`config.mk`:
```
export PLATFORM = sky130hd
export DESIGN_NAME = uart_rx_fifo
export DESIGN_NICKNAME = d
export VERILOG_FILES = /design/src/rtl/uart_rx_fifo.sv
export SDC_FILE = /design/constraint.sdc
export NUM_CORES = 1
export LEC_CHECK = 0
export ABC_AREA = 1
export CAP_MARGIN = 0
export CORE_ASPECT_RATIO = 1.1
export CORE_MARGIN = 3
export CORE_UTILIZATION = 55
export CTS_BUF_LIST = sky130_fd_sc_hd__clkbuf_16
export DETAILED_ROUTE_END_ITERATION = 8
export MAX_ROUTING_LAYER = met4
export PLACE_DENSITY = 0.79
export SYNTH_ARGS = -nofsm -noshare
export SYNTH_HDL_FRONTEND = slang
export SYNTH_SLANG_ARGS = --single-unit
```
`constraint.sdc`:
```
create_clock -name i_clk -period 2.9 [get_ports i_clk]
set_clock_uncertainty 0.05 [all_clocks]
set_input_delay 0.58 -clock i_clk [delete_from_list [all_inputs] [get_ports i_clk]]
set_output_delay 0.58 -clock i_clk [all_outputs]
set_load 0.02 [all_outputs]
```
`src/rtl/uart_rx_fifo.sv`:
```
// Receive-side byte buffer behind a UART receiver: captures each completed frame
// (rising edge of rx_ready) with its error flags into a show-ahead FIFO.
module uart_rx_fifo #(
    parameter int DEPTH_BITS = 4
) (
    input  logic                  i_clk,
    input  logic                  i_rst_n,
    input  logic                  i_ena,
    input  logic [7:0]            i_rx_data,
    input  logic                  i_rx_ready,
    input  logic                  i_rx_parity_err,
    input  logic                  i_rx_frame_err,
    input  logic                  i_rd,
    output logic [7:0]            o_data,
    output logic                  o_parity_err,
    output logic                  o_frame_err,
    output logic                  o_empty,
    output logic                  o_full,
    output logic [DEPTH_BITS:0]   o_count,
    output logic                  o_overflow,
    input  logic                  i_overflow_clr
);
    localparam int DEPTH = 1 << DEPTH_BITS;
    localparam logic [DEPTH_BITS:0] FULL_COUNT = (DEPTH_BITS + 1)'(DEPTH);

    logic [9:0]            r_mem [DEPTH];
    logic [DEPTH_BITS-1:0] r_wr_ptr;
    logic [DEPTH_BITS-1:0] r_rd_ptr;
    logic [DEPTH_BITS:0]   r_count;
    logic                  r_ready_prev;
    logic                  r_overflow;

    logic                  w_wr_ev;
    logic                  w_rd_ev;
    logic                  w_empty;
    logic                  w_full;
    logic                  w_wr_accept;
    logic                  w_drop;
    logic [9:0]            w_head;

    assign w_empty     = (r_count == '0);
    assign w_full      = (r_count == FULL_COUNT);
    assign w_wr_ev     = i_ena & i_rx_ready & ~r_ready_prev;
    assign w_rd_ev     = i_ena & i_rd & ~w_empty;
    // A full FIFO still accepts a frame when a pop frees the head slot in the same cycle.
    assign w_wr_accept = w_wr_ev & (~w_full | w_rd_ev);
    assign w_drop      = w_wr_ev & w_full & ~w_rd_ev;

    always_ff @(posedge i_clk or negedge i_rst_n) begin
        if (!i_rst_n) begin
            r_wr_ptr     <= '0;
            r_rd_ptr     <= '0;
            r_count      <= '0;
            r_ready_prev <= 1'b1;
            r_overflow   <= 1'b0;
        end else begin
            r_ready_prev <= i_rx_ready;
            if (w_wr_accept) begin
                r_wr_ptr <= r_wr_ptr + 1'b1;
            end
            if (w_rd_ev) begin
                r_rd_ptr <= r_rd_ptr + 1'b1;
            end
            case ({w_wr_accept, w_rd_ev})
                2'b10:   r_count <= r_count + 1'b1;
                2'b01:   r_count <= r_count - 1'b1;
                default: r_count <= r_count;
            endcase
            if (w_drop) begin
                r_overflow <= 1'b1;
            end else if (i_overflow_clr) begin
                r_overflow <= 1'b0;
            end
        end
    end

    // Storage is intentionally left out of reset.
    always_ff @(posedge i_clk) begin
        if (w_wr_accept) begin
            r_mem[r_wr_ptr] <= {i_rx_frame_err, i_rx_parity_err, i_rx_data};
        end
    end

    assign w_head       = w_empty ? 10'd0 : r_mem[r_rd_ptr];
    assign o_data       = w_head[7:0];
    assign o_parity_err = w_head[8];
    assign o_frame_err  = w_head[9];
    assign o_empty      = w_empty;
    assign o_full       = w_full;
    assign o_count      = r_count;
    assign o_overflow   = r_overflow;

endmodule

```
## Yosys cells after proc, flatten, opt, wreduce, memory -nomap -nowiden

Memories as Yosys holds them, arrays and structs flattened.
Cells that the tools add are included.

- Memories kept: 1
- Output and inout port bits: 18
- Bits of input ports: 16
- Bits in registers: 15
- Bits in writable memories: 160
- Word-level logic and storage cells: 34

Memories:

| memory | depth | bits a word | rd ports | clocked after memory_dff | write ports | line | source |
|---|---|---|---|---|---|---|---|
| r_mem | 16 | 10 | 1 | 0 | 1 | 26 | `logic [9:0] r_mem [DEPTH];` |

- Mux-type cells: 6
- Bitwise gates (word level): 12
- Add/sub/neg operators: 4
- Reduce and logical (&&, ||, !) cells: 3
- Equal/unequal tests: 3

Operator list:

| operator | count |
|---|---|
| $mux 10 | 1 |
| $pmux 5 s2 | 1 |
| $add 4x1->4 const B | 2 |
| $and 1x1->1 | 7 |
| $add 5x1->5 const B | 1 |
| $eq 5x5->1 const B | 1 |
| $logic_not 5->1 | 1 |
| $sub 5x1->5 const B | 1 |
| $mux 1 | 4 |
| $not 1->1 | 4 |
| $reduce_bool 2->1 | 2 |
| $eq 2x1->1 const B | 1 |
| $eq 2x2->1 const B | 1 |
| $or 1x1->1 | 1 |

## Logic depth before layout (Yosys ltp)

Gate-level depths: netlist (run 1).

- Depth in word-level cells: 7
- Gate-level depth with buffers: 15
- Gate-level depth less buffers: 15

## Worst setup path after synthesis (run 1)

Ideal clock, no wire load.

- Path kind: reg-to-output
- Start: register r_count[0] (netlist: o_count[0])
- End: output port o_data[0]
- Path buffers: 1
- Data required time: 2.270 ns
- Cell stages (with the launch flop): 6
- Arrival: 1.484 ns
- Slack: 0.786 ns
- Path through: dfrtp_1 > nor2_2 > nand3_2 > inv_1 > clkbuf_1 > a21oi_1

- Word-level cells in the longest chain between the ends: 2

Ends and longest elaborated chain:

| item | line | source |
|---|---|---|
| start, declared | 29 | `logic [DEPTH_BITS:0] r_count;` |
| start signal, assigned | 65 | `2'b10: r_count <= r_count + 1'b1;` |
| start signal, assigned | 66 | `2'b01: r_count <= r_count - 1'b1;` |
| start signal, assigned | 67 | `default: r_count <= r_count;` |
| $logic_not 5->1 | 41 | `assign w_empty = (r_count == '0);` |
| via o_empty | 17 | `output logic o_empty,` |
| $mux 10 | 84 | `assign w_head = w_empty ? 10'd0 : r_mem[r_rd_ptr];` |
| end, declared | 14 | `output logic [7:0] o_data,` |

The timed path passes the listed nets, and every way through them passes these cells.

## Final worst setup path (run 1)

- Start: register r_rd_ptr[0]
- End: output port o_data[6]

- Word-level cells in the longest chain between the ends: 2

Ends and longest elaborated chain:

| item | line | source |
|---|---|---|
| start, declared | 28 | `logic [DEPTH_BITS-1:0] r_rd_ptr;` |
| start signal, assigned | 62 | `r_rd_ptr <= r_rd_ptr + 1'b1;` |
| $mem_v2 16x10 | -- |  |
| $mux 10 | 84 |  |

No other way between the ends.

==> flow_metrics.tcl, run 1 <==
set metrics [dict create \
    final_common_cell "edfxtp_1" \
    rows 43 \
    syn_nets 590 \
    powerDensity_nw_per_um2 976 \
    dieArea_um2 14500 \
    layout-drive-gt1-share 0.145 \
    dp_hpwl_mm 10.7 \
    vias 5010 \
    internal-power_uw 5240 \
    hold_viol 0 \
    ys_types 29 \
    gp_congestion 0.855 \
    switching_share 0.367 \
    cts-htree-levels 4 \
    p_sw_uw 3040 \
    antenna_found_initial 0 \
    cts_tree "built" \
    remaining_drc_errors 0 \
    wirelength_mm 17.1 \
    clock_path_buffers 2 \
    num_io_pins 34 \
    overflow 0 \
    outcome "finished, final reports clean" \
    synthCells 567 \
    final.period_utilization 0.964 \
    grt_pass1_wl_mm 26.8 \
    power_frac_seq 0.366 \
    filler_cell_count 876 \
    vias_per_cell 6.28 \
    required_ns 2.27 \
    postLayoutCoreUtil 0.668 \
    drv_slew 0 \
    area_growth_pct 17.8 \
    comb_power_share 0.367 \
    p_leak_uw 0.00300 \
    seq_area_frac_synth 0.720 \
    port_buffers 33 \
    clock_latency_ns 0.43 \
    path_class "flip-flop to primary output" \
    avgSynthCellArea_um2 12.7 \
    final_area_um2 8480 \
    ys_seq_elements 175 \
    rsz0062_at_grt "no" \
    initial_utilization 0.567 \
    drtPass1Iterations 7 \
    end_kind "primary output" \
    critPathArrivalTime_ns 2.17 \
    path_clk_slew_ns 0.06 \
    layout.nets 651 \
    grt_max_degree 37 \
    cts_inserted_buffers 17 \
    syn_area_um2 7200 \
    die_w_um 115 \
    cts-root-buf "clkbuf_16" \
    whs_ns 0.488 \
    ys_warn_count 0 \
    wl_per_cell_um 21.4 \
    stdcell_count 798 \
    die_h_um 126 \
    hold_class "flip-flop to flip-flop" \
    grt_pass1_vias 4949 \
    ir_worst_vdd_mv 0.540 \
    mostFrequentLayoutCells "160 x edfxtp_1, 109 x nor2_1, 80 x o21ai_0" \
    crit_fanout 24 \
    max_freq_mhz 358 \
    max-slew-margin-rel 0.526 \
    drt_iter0_markers 737 \
    post_dp_cell_area_um2 7900 \
    setup_violations 0 \
    synth_top_area_frac 0.668 \
    cp-start-kind "flip-flop" \
    grt_usage 0.255 \
    finalCriticalPeriod_ns 2.80 \
    synth_area_leader_cell "edfxtp_1" \
    cts.sinks 175 \
    postRouteAntennaNets 0 \
    cap_violations 0 \
    power_uw 8280 \
    place_inst 763 \
    core-area_um2 12700 \
    antenna_cells 0 \
    power.share.clock 0.267 \
    hold_buffers 0 \
    synth_area_leaders "edfxtp_1 67%, nor2_1 5.7%, o21ai_0 5.6%" \
    worstMarginPinSlew_ns 0.710 \
]
[layer usage]
metal / wire, um / part of all wire / GRT usage
met4: 632 / 0.037 / 0.106
met5: 0 / 0 / -
met3: 1460 / 0.085 / 0.0620
met1: 6770 / 0.40 / 0.327
met2: 8200 / 0.48 / 0.390
[layout make-up]
class | instances | area, um^2 | share of cell area
Sequential cell | 175 | 5180 | 0.611
Multi-Input combinational cell | 334 | 1750 | 0.207
Timing Repair Buffer | 73 | 662 | 0.0781
Clock buffer | 17 | 425 | 0.0502
Tap cell | 157 | 196 | 0.0232
Clock inverter | 15 | 145 | 0.0171
Inverter | 27 | 113 | 0.0133
[stage by stage]
| step | worst slack [ns] | TNS [ns] |
|---|---|---|
| 6_report | 0.105 | 0 |
| 4_1_cts | -0.178 | -0.228 |
| 3_5_place_dp | 0.176 | 0 |
| 3_3_place_gp | 0.218 | 0 |
| 2_1_floorplan | 0.786 | 0 |
| 5_1_grt | 0.00570 | 0 |
[repair_timing]
action | 4_1_cts | 5_1_grt
gates resized for setup | 13 | 18
setup buffers | 0 | 3
pin swaps | 0 | 0
endpoints found under the setup margin | 11 | 11
[synthesized netlist by cell type]
cell      number
clkbuf_1       9
nand3_4        1
o21ai_1       10
ha_1           7
buf_4          2
nor2_1       109
xor2_1         8
a21oi_1       10
dfrtp_1       14
buf_2         14
inv_2          2
nand4_1        4
nand3b_1       1
nand2_4        2
inv_4          2
nand2_1       30
edfxtp_1     160
inv_1         22
clkbuf_2       5
o21ai_0       80
o221ai_1      30
buf_6          1
nand2_2        4
clkinv_1       1
o22ai_1       11
nor2_2         3
nand3_2        1
dfstp_2        1
nand3_1       23
[kinds of logic after synthesis]
logic type               share of synthesized area
adder cells (fa/ha/maj)                     0.0122
buffers and inverters                       0.0363
AO/OA/AOI/OAI                                0.116
XOR/XNOR                                   0.00974
AND/OR/NAND/NOR                              0.106
flip-flops                                   0.720
[critical path: stages, from the launching register on]
cell	delay, ns
dfrtp_2	0.47
inv_6	0.19
buf_12	0.19
o21ai_0	0.09
o221ai_1	0.18
nand3_1	0.11
a21oi_1	0.16
dlygate4sd2_1	0.34
[worst paths after layout]
path / to / slack (ns) / depth (start not counted) / startpoint
max: o_data[6] / 0.10 / 7 / r_rd_ptr[0]
min: o_overflow / 0.49 / 2 / o_overflow
max reg2reg: o_count[4] / 0.86 / 15 / o_count[0]
min reg2reg: o_overflow / 0.49 / 2 / o_overflow
max in group asynchronous: r_rd_ptr[0] / 1.79 / 1 / i_rst_n
min in group asynchronous: o_count[4] / 0.52 / 1 / i_rst_n
[sequential cells by signal (all words and copies together), names as in the netlist]
register and flops:
r_wr_ptr 4, r_ready_prev 1, r_rd_ptr 4, o_count 5, o_overflow 1, r_mem 160
[power by group through the flow]
| stage | combinational [uW] | clock [uW] | sequential (uW) |
|---|---|---|---|
| after floorplan | 1880 | 0 | 3090 |
| after global placement | 2970 | 0 | 3060 |
| after detailed placement | 3070 | 0 | 3070 |
| after CTS | 3000 | 2220 | 3020 |
| after global routing | 3310 | 2340 | 3050 |
| final | 3030 | 2210 | 3030 |
Note: power is estimated with default switching activity, not from simulation.
==> run 2: changes to the inputs <==
Settings changed: SKIP_CTS_REPAIR_TIMING set to 1.
==> run 2 against run 1 <==
Compared with the run above:
- non-clock buffer count did not move
- cell area rose by 0.68%
- worst hold slack got worse by 0.0014 ns
- total power rose by 1.2%
- critical path depth rose by 2
==> flow_metrics.tcl, run 2 (synthesized netlist as in run 1, its figures left out) <==
set metrics [dict create \
    port_buffers 33 \
    critical_path_buf_inv_count 3 \
    path_clk_slew_ns 0.06 \
    hold_viol 0 \
    remaining_drc_errors 0 \
    die_w_um 115 \
    drv_slew 0 \
    drt_iter0_markers 594 \
    path_common_cell "nor2_1" \
    powerDensity_nw_per_um2 981 \
    setup_violations 0 \
    gp_congestion 0.855 \
    path_delay_family "buffers and inverters" \
    crit_fanout 23 \
    end_kind "primary output" \
    dpl_worst_slack_ns 0.176 \
    ir_worst_vdd_mv 0.538 \
    vias 4956 \
    antenna_cells 0 \
    grt_max_degree 37 \
    dieArea_um2 14500 \
    cap_violations 0 \
    rows 43 \
    largest_register_ffs 160 \
    required_ns 2.27 \
    critPathArrivalTime_ns 2.18 \
    grt_pass1_vias 4947 \
    hold_class "flip-flop to flip-flop" \
    top_register "r_mem" \
    overflow 0 \
    wl_per_cell_um 21.5 \
    postLayoutCoreUtil 0.672 \
    cts_inserted_buffers 17 \
    core-area_um2 12700 \
    dp_hpwl_mm 10.7 \
    mostFrequentLayoutCells "160 x edfxtp_1, 109 x nor2_1, 80 x o21ai_0" \
    max_freq_mhz 356 \
    setup-tns-final_ns 0 \
    clock_path_buffers 2 \
    antenna_found_initial 0 \
    max-slew-margin-rel 0.522 \
    cp-start-kind "flip-flop" \
    outcome "finished, final reports clean" \
    vias_per_cell 6.21 \
    area_growth_pct 18.6 \
    fin_ws_ns 0.0897 \
    grt_usage 0.254 \
    final_common_cell "edfxtp_1" \
    cts-root-buf "clkbuf_16" \
    layout.nets 651 \
    finalCriticalPeriod_ns 2.81 \
    cts.sinks 175 \
    rsz0062_at_grt "no" \
    clock_latency_ns 0.43 \
    drtPass1Iterations 5 \
    slowest_stage "dfrtp_2" \
    cts-htree-levels 4 \
    die_h_um 126 \
    wirelength_mm 17.2 \
    path_class "flip-flop to primary output" \
    crit_path_cell_trace "inv_6 -> buf_12 -> o21ai_0 -> o22ai_1 -> nor2_1 -> nor2_1 -> o21ai_1 -> a21oi_1 -> dlymetal6s2s_1" \
    final.period_utilization 0.969 \
    power_uw 8370 \
    cts_tree "built" \
    grt_pass1_wl_mm 26.7 \
    postRouteAntennaNets 0 \
    critPathMaxStageDelay_ns 0.46 \
    worstMarginPinSlew_ns 0.715 \
    initial_utilization 0.567 \
    layout-drive-gt1-share 0.134 \
    p_leak_uw 0.00310 \
    num_io_pins 34 \
]
run 2: changes by cell type in the layout (fill, tap and decap cells not counted), sizes merged:
| cell | delta |
|---|---|
| dlygate4sd2 | -1 |
| clkbuf | -7 |
| clkdlybuf4s50 | -1 |
| clkdlybuf4s15 | -1 |
| dlymetal6s2s | +10 |
run 2: tightest hold or removal path, stage by stage (launching register included):
cell,delay (ns)
dfrtp_1,0.38
inv_1,0.05
o22ai_1,0.07
run 2: final timing paths:
check	slack [ns]	start	end	depth (start not counted)
worst min-delay path	0.49	o_overflow	o_overflow	2
worst max register to register	0.86	o_count[0]	o_count[4]	15
min in group asynchronous	0.53	i_rst_n	o_count[4]	1
max in group asynchronous	1.78	i_rst_n	r_rd_ptr[0]	1
worst max-delay path	0.09	r_rd_ptr[0]	o_frame_err	9
worst min register to register	0.49	o_overflow	o_overflow	2
run 2: metal layers:
metal	routed length (um)	part of all wire	vias to the layer above	GRT usage
met5	0	0	-	-
met4	428	0.025	0	0.106
met3	1750	0.10	49	0.0620
met2	8490	0.49	336	0.389
met1	6530	0.38	2369	0.328
li1	-	-	2202	-
run 2: area by class of cell:
type                            count  area [um^2]
Clock buffer                       17          425
Clock inverter                     15          145
Fill cell                         865         4160
Inverter                           27          113
Multi-Input combinational cell    334         1750
Sequential cell                   175         5180
Tap cell                          157          196
Timing Repair Buffer               73          719
run 2: report_power, final:
group	internal (uW)	leakage, uW	switching (uW)	total, uW
logic	1170	0.00121	1970	3140
clock network	1260	0.000279	938	2200
registers	2900	0.00162	126	3030
run 2: metrics by stage:
step / hold slack, ns / area (um^2) / cells
after floorplan: 0.234 / 7200 / 567
after global placement: 0.474 / 7900 / 763
after detailed placement: 0.475 / 7900 / 763
after CTS: 0.490 / 8470 / 795
after global routing: 0.534 / 8530 / 798
final: 0.487 / 8530 / 798
==> run 3: changes to the inputs <==
Settings changed: PLACE_DENSITY 0.79 to 0.74.
==> run 3 against run 2 <==
Compared with the run above:
- maximum frequency increased by 0.12%
- first-iteration DRC count increased by 18%
- die area unchanged
- clock power increased by 2%
- clock-buffer cell count unchanged
- register-to-register slack improved by 0.07 ns
- largest power group unchanged
- final cell count increased by 0.50%
- global-route usage increased by 0.86 points
==> flow_metrics.tcl, run 3 (synthesized netlist as in run 1, its figures left out) <==
set metrics [dict create \
    outcome "finished, final reports clean" \
    remaining_drc_errors 0 \
    place_inst 767 \
    final_common_cell "edfxtp_1" \
    drtPass1Iterations 5 \
    core-area_um2 12700 \
    path_clk_slew_ns 0.06 \
    cts_inserted_buffers 17 \
    cp-start-kind "flip-flop" \
    crit_start "o_count[0]" \
    path_class "flip-flop to primary output" \
    mostFrequentLayoutCells "160 x edfxtp_1, 109 x nor2_1, 80 x o21ai_0" \
    clock_latency_ns 0.43 \
    antenna_found_initial 0 \
    drv_slew 0 \
    die_h_um 126 \
    cts-root-buf "clkbuf_16" \
    vias 4991 \
    dp_hpwl_mm 10.6 \
    final.period_utilization 0.968 \
    hold_class "flip-flop to flip-flop" \
    cts-htree-levels 4 \
    power_uw 8510 \
    worstMarginPinSlew_ns 0.765 \
    cap_violations 0 \
    wirelength_mm 17.9 \
    die_w_um 115 \
    grt_max_degree 66 \
    crit_path_cell_trace "nor2_2 -> nand3_2 -> inv_1 -> buf_4 -> clkdlybuf4s50_1" \
    powerDensity_nw_per_um2 992 \
    r2r-start "r_ready_prev" \
    layout-drive-gt1-share 0.143 \
    max-slew-margin-rel 0.489 \
    rows 43 \
    min_from "o_overflow" \
    initial_utilization 0.567 \
    gp_congestion 0.834 \
    critPathArrivalTime_ns 2.18 \
    drt_iter0_markers 699 \
    rsz0062_at_grt "yes" \
    grt_usage 0.263 \
    p_leak_uw 0.00310 \
    r2r_cells 13 \
    num_io_pins 34 \
    port_buffers 33 \
    vias_per_cell 6.22 \
    finalCriticalPeriod_ns 2.81 \
    stdcell_count 802 \
    filler_cell_count 895 \
    crit_fanout 11 \
    grt_pass1_vias 5062 \
    end_kind "primary output" \
    cts.sinks 175 \
    largest_register_ffs 160 \
    slowest_stage "clkdlybuf4s50_1" \
    ir_worst_vdd_mv 0.504 \
    setup_violations 0 \
    hold_viol 0 \
    cts_tree "built" \
    layout.nets 654 \
    dieArea_um2 14500 \
    wl_per_cell_um 22.4 \
    grt_pass1_wl_mm 27.2 \
    critPathMaxStageDelay_ns 0.65 \
    postLayoutCoreUtil 0.676 \
    clock_path_buffers 2 \
    setup-tns-final_ns 0 \
    max_freq_mhz 356 \
    whs_path_depth 2 \
    required_ns 2.27 \
    overflow 0 \
    postRouteAntennaNets 0 \
    area_growth_pct 19.2 \
    top_register "r_mem" \
]
run 3: layout make-up:
type                            count  area (um^2)  area share
Antenna cell                        1         2.50    0.000292
Sequential cell                   175         5180       0.604
Tap cell                          157          196      0.0229
Multi-Input combinational cell    334         1760       0.205
Timing Repair Buffer               76          752      0.0877
Clock inverter                     15          153      0.0178
Inverter                           27          109      0.0127
Clock buffer                       17          425      0.0496
run 3: routing by layer:
layer / part of all wire / GRT usage / wire, um / up-vias
met1: 0.40 / 0.335 / 7110 / 2457
met2: 0.48 / 0.399 / 8690 / 275
met4: 0.035 / 0.135 / 635 / 0
met5: 0 / - / 0 / -
li1: - / - / - / 2211
met3: 0.083 / 0.0562 / 1490 / 48
run 3: stage by stage:
stage	hold WS, ns	area [um^2]	setup WS, ns
floorplan	0.234	7200	0.786
global placement	0.468	7940	0.247
detailed placement	0.495	7940	0.160
CTS	0.508	8520	-0.301
global route	0.529	8570	-0.0131
finish	0.507	8580	0.0929
run 3: final timing paths:
check,to,slack (ns)
setup / recovery,o_empty,0.09
min in group asynchronous,r_wr_ptr[0],0.55
max in group asynchronous,r_rd_ptr[0],1.72
hold reg to reg,o_overflow,0.51
setup reg to reg,o_count[4],0.93
hold / removal,o_overflow,0.51
run 3: critical path, delay by kind of cell, from the launching register on:
family                 cells  cell delay (ns)
and+or+nand+nor            2             0.32
DFF                        1             0.44
buffers and inverters      3             1.00
run 3: power breakdown:
part           internal, uW  total [uW]  switching (uW)
Sequential             2900        3040             139
Combinational          1220        3230            2010
Clock                  1330        2240             904
Total                  5460        8510            3050
==> RTL change, RTL diff (flow settings as in run 3) <==
Make the reset (`i_rst_n`) synchronous in one clocked block.
--- a/src/rtl/uart_rx_fifo.sv
+++ b/src/rtl/uart_rx_fifo.sv
@@ -48,3 +48,3 @@
 
-    always_ff @(posedge i_clk or negedge i_rst_n) begin
+    always_ff @(posedge i_clk) begin
         if (!i_rst_n) begin
Function: differs if i_rst_n is asserted again (counterexample within 4 cycles, from zero or initial values and one cycle with i_rst_n low); with i_rst_n held inactive, the same outputs for 10 cycles.
==> RTL change against run 3 <==
  * Routed wire length is 4.7% lower
  * Design area grew 0.28%
  * Setup slack better by 0.016 ns
  * Die area up 1.8%
  * First-iteration DRC count down 17%
  * Sequential cell count increased by 4
  * Cell count rose by 1.6%
  * Synthesized area increased by 1.8%
  * Register-to-register slack barely moved
  * Sequential share of layout area down 0.094 points
  * Critical path depth up 2
  * Critical endpoint is now o_data[7]
Power is not compared: it rests on default switching activity, and its combinational part moved more than twofold at a synthesized area within 25%.
==> RTL change: results (changes against run 3) <==
| Metric | Value |
|---|---|
| Outcome | `completed` |
| Post-synth EDFFs | `160 (unchanged)` |
| Gpl congestion | `0.8755 (+4.9%)` |
| Number of H-tree levels | `4 (unchanged)` |
| Ys Warns | `0 (unchanged)` |
| Wire per inst | `20.95 um (-6.2%)` |
| Nets | `668 (+2.1%)` |
| GRT Util Overall | `25.00% (-1.3 points)` |
| Worst endpoint data arrival time | `2.16 ns (-0.02 ns)` |
| Critical path's top delay family | `buffers and inverters` |
| Cells on worst reg2reg path | `11 (-2)` |
| Root Driver | `clkbuf_16` |
| Ys async rst share | `0% (-8.6 points)` |
| Worst slew pin tran | `0.5958 ns (-0.1688 ns)` |
| WL final | `17080 um (-4.7%)` |
| Post-synth top cells | `160 x edfxtp_1, 112 x nor2_1, 86 x o21ai_0` |
| Dpl cells | `783 (+2.1%)` |
| Worst Hold Path EP | `o_overflow$_SDFFE_PN0P_` |
| CTS max path bufs | `2 (unchanged)` |
| WHS Path Cells | `2 (unchanged)` |
| Delay of the slowest cell on the worst path | `0.35 ns (-0.30 ns)` |
| Detailed Route Iter0 Violations | `577 (-17%)` |
| Max VDD drop | `0.3759 mV` |
| Largest net degree at the start of global routing | `37 (-44%)` |
| Ys flop type | `edfxtp_1` |
| # port buffers | `33 (unchanged)` |
| Post-DP Area | `8010 um2 (+0.90%)` |
| Crit-path slowest cell | `dfxtp_1` |
| Worst R2R End | `o_count[4]$_SDFFE_PN0P_` |
| ANT cells | `0 (-1)` |
| Vias in the first global route | `5081 (+0.38%)` |
| Vias after detailed routing | `4960 (-0.62%)` |
| Inserted Clock Buffers | `17 (unchanged)` |
| Initial DRT Pass Iterations | `5 (unchanged)` |
| Worst r2r src | `o_count[1]$_SDFFE_PN0P_` |
| Fill cells | `920 (+2.8%)` |
| Syn Inst Count | `591 (+4.2%)` |
| First-pass GRT wire length | `26340 um (-3.2%)` |
| Hold Startpoint | `o_overflow$_SDFFE_PN0P_` |
| Hpwl dp | `10420 um (-1.5%)` |
| Tightest Hold Check Type | `reg -> reg` |
| Netlist cell types | `39 (+34%)` |
| Synth area leaders | `edfxtp_1 66%, o21ai_0 5.9%, nor2_1 5.7%, dfxtp_1 5.2%, o221ai_1 3.8%` |
| Layout cells sized above 1 | `13.98% (-0.30 points)` |
| Syn Nets | `614 (+4.1%)` |
| Post-synthesis sequential area ratio | `70.75% (-1.3 points)` |
| Crit-path max FO | `18 (+7)` |
## RTL change: changes by cell type after synthesis, moves of 4 or more
cell / change
clkbuf_1: +7
nand2_1: -4
o21ai_1: -6
dfrtp_1: -14
xor2_1: -8
o21ai_0: +6
inv_1: +5
dfxtp_1: +19
a21oi_1: +7
## RTL change: stage by stage
step | util (%) | total power, mW | hold slack (ns) | worst slack [ns] | TNS (ns)
after floorplan | - | 3.384 | 0.4273 | 0.7771 | 0
after global routing | 67.17 | 5.966 | 0.4661 | 0.02473 | 0
after CTS | 66.81 | 5.785 | 0.4426 | -0.3437 | -2.723
after detailed placement | 62.56 | 3.713 | 0.4298 | 0.1509 | 0
final | 67.17 | 5.774 | 0.4349 | 0.1091 | 0
after global placement | 62.56 | 3.692 | 0.4046 | 0.1817 | 0
## RTL change: power by group through the flow
stage          registers [mW]  clock network, mW  logic, mW
6_report                 2.86               2.11      0.814
5_1_grt                  2.86               2.22      0.886
4_1_cts                  2.85               2.12      0.810
3_5_place_dp             2.91                  0      0.803
3_3_place_gp             2.91                  0      0.784
2_1_floorplan            2.91                  0      0.473
## RTL change: cells by family after synthesis
group           after synthesis  share of synthesized area [%]
compound gates              152                          12.46
xor+xnor                      1                         0.1195
fa+ha+maj                     7                          1.195
buf+inv                      66                          3.688
flops                       179                          70.75
simple gates                186                          11.78
## RTL change: worst min-delay path, delay by kind of cell, from the launching register on
kind / cells / cell delay (ns)
DFF: 1 / 0.31
and+or+nand+nor: 1 / 0.06
AOI/OAI and AO/OA: 1 / 0.06
## RTL change: area by class of cell
cell class | count | area, um2 | share of cell area, %
repair buffers | 67 | 655.6 | 7.623
clock inverters | 15 | 118.9 | 1.382
flip-flops and latches | 179 | 5189 | 60.33
clock buffers | 17 | 425.4 | 4.946
well taps | 157 | 196.4 | 2.284
inverters | 34 | 135.1 | 1.571
multi-input cells | 346 | 1881 | 21.86
## RTL change: how the worst max path moves through the flow
stage                            startpoint                     end  slack, ns  cells after the start
finish                            flip-flop               o_data[7]       0.11                      7
global route                      flip-flop               o_data[7]       0.02                      7
CTS                               flip-flop               o_data[2]      -0.34                      7
detailed placement                flip-flop               o_data[5]       0.15                      7
global placement                  flip-flop               o_data[2]       0.18                      7
floorplan           o_count[0]$_SDFFE_PN0P_  r_mem[11][0]$_DFFE_PP_       0.78                      8
## RTL change: layer usage
metal,track usage (%),vias to the layer above,part of all wire (%)
met1,30.50,2408,39
li1,-,2265,-
met2,39.72,242,50
met5,-,-,0
met4,11.33,0,2.9
met3,5.921,45,7.9
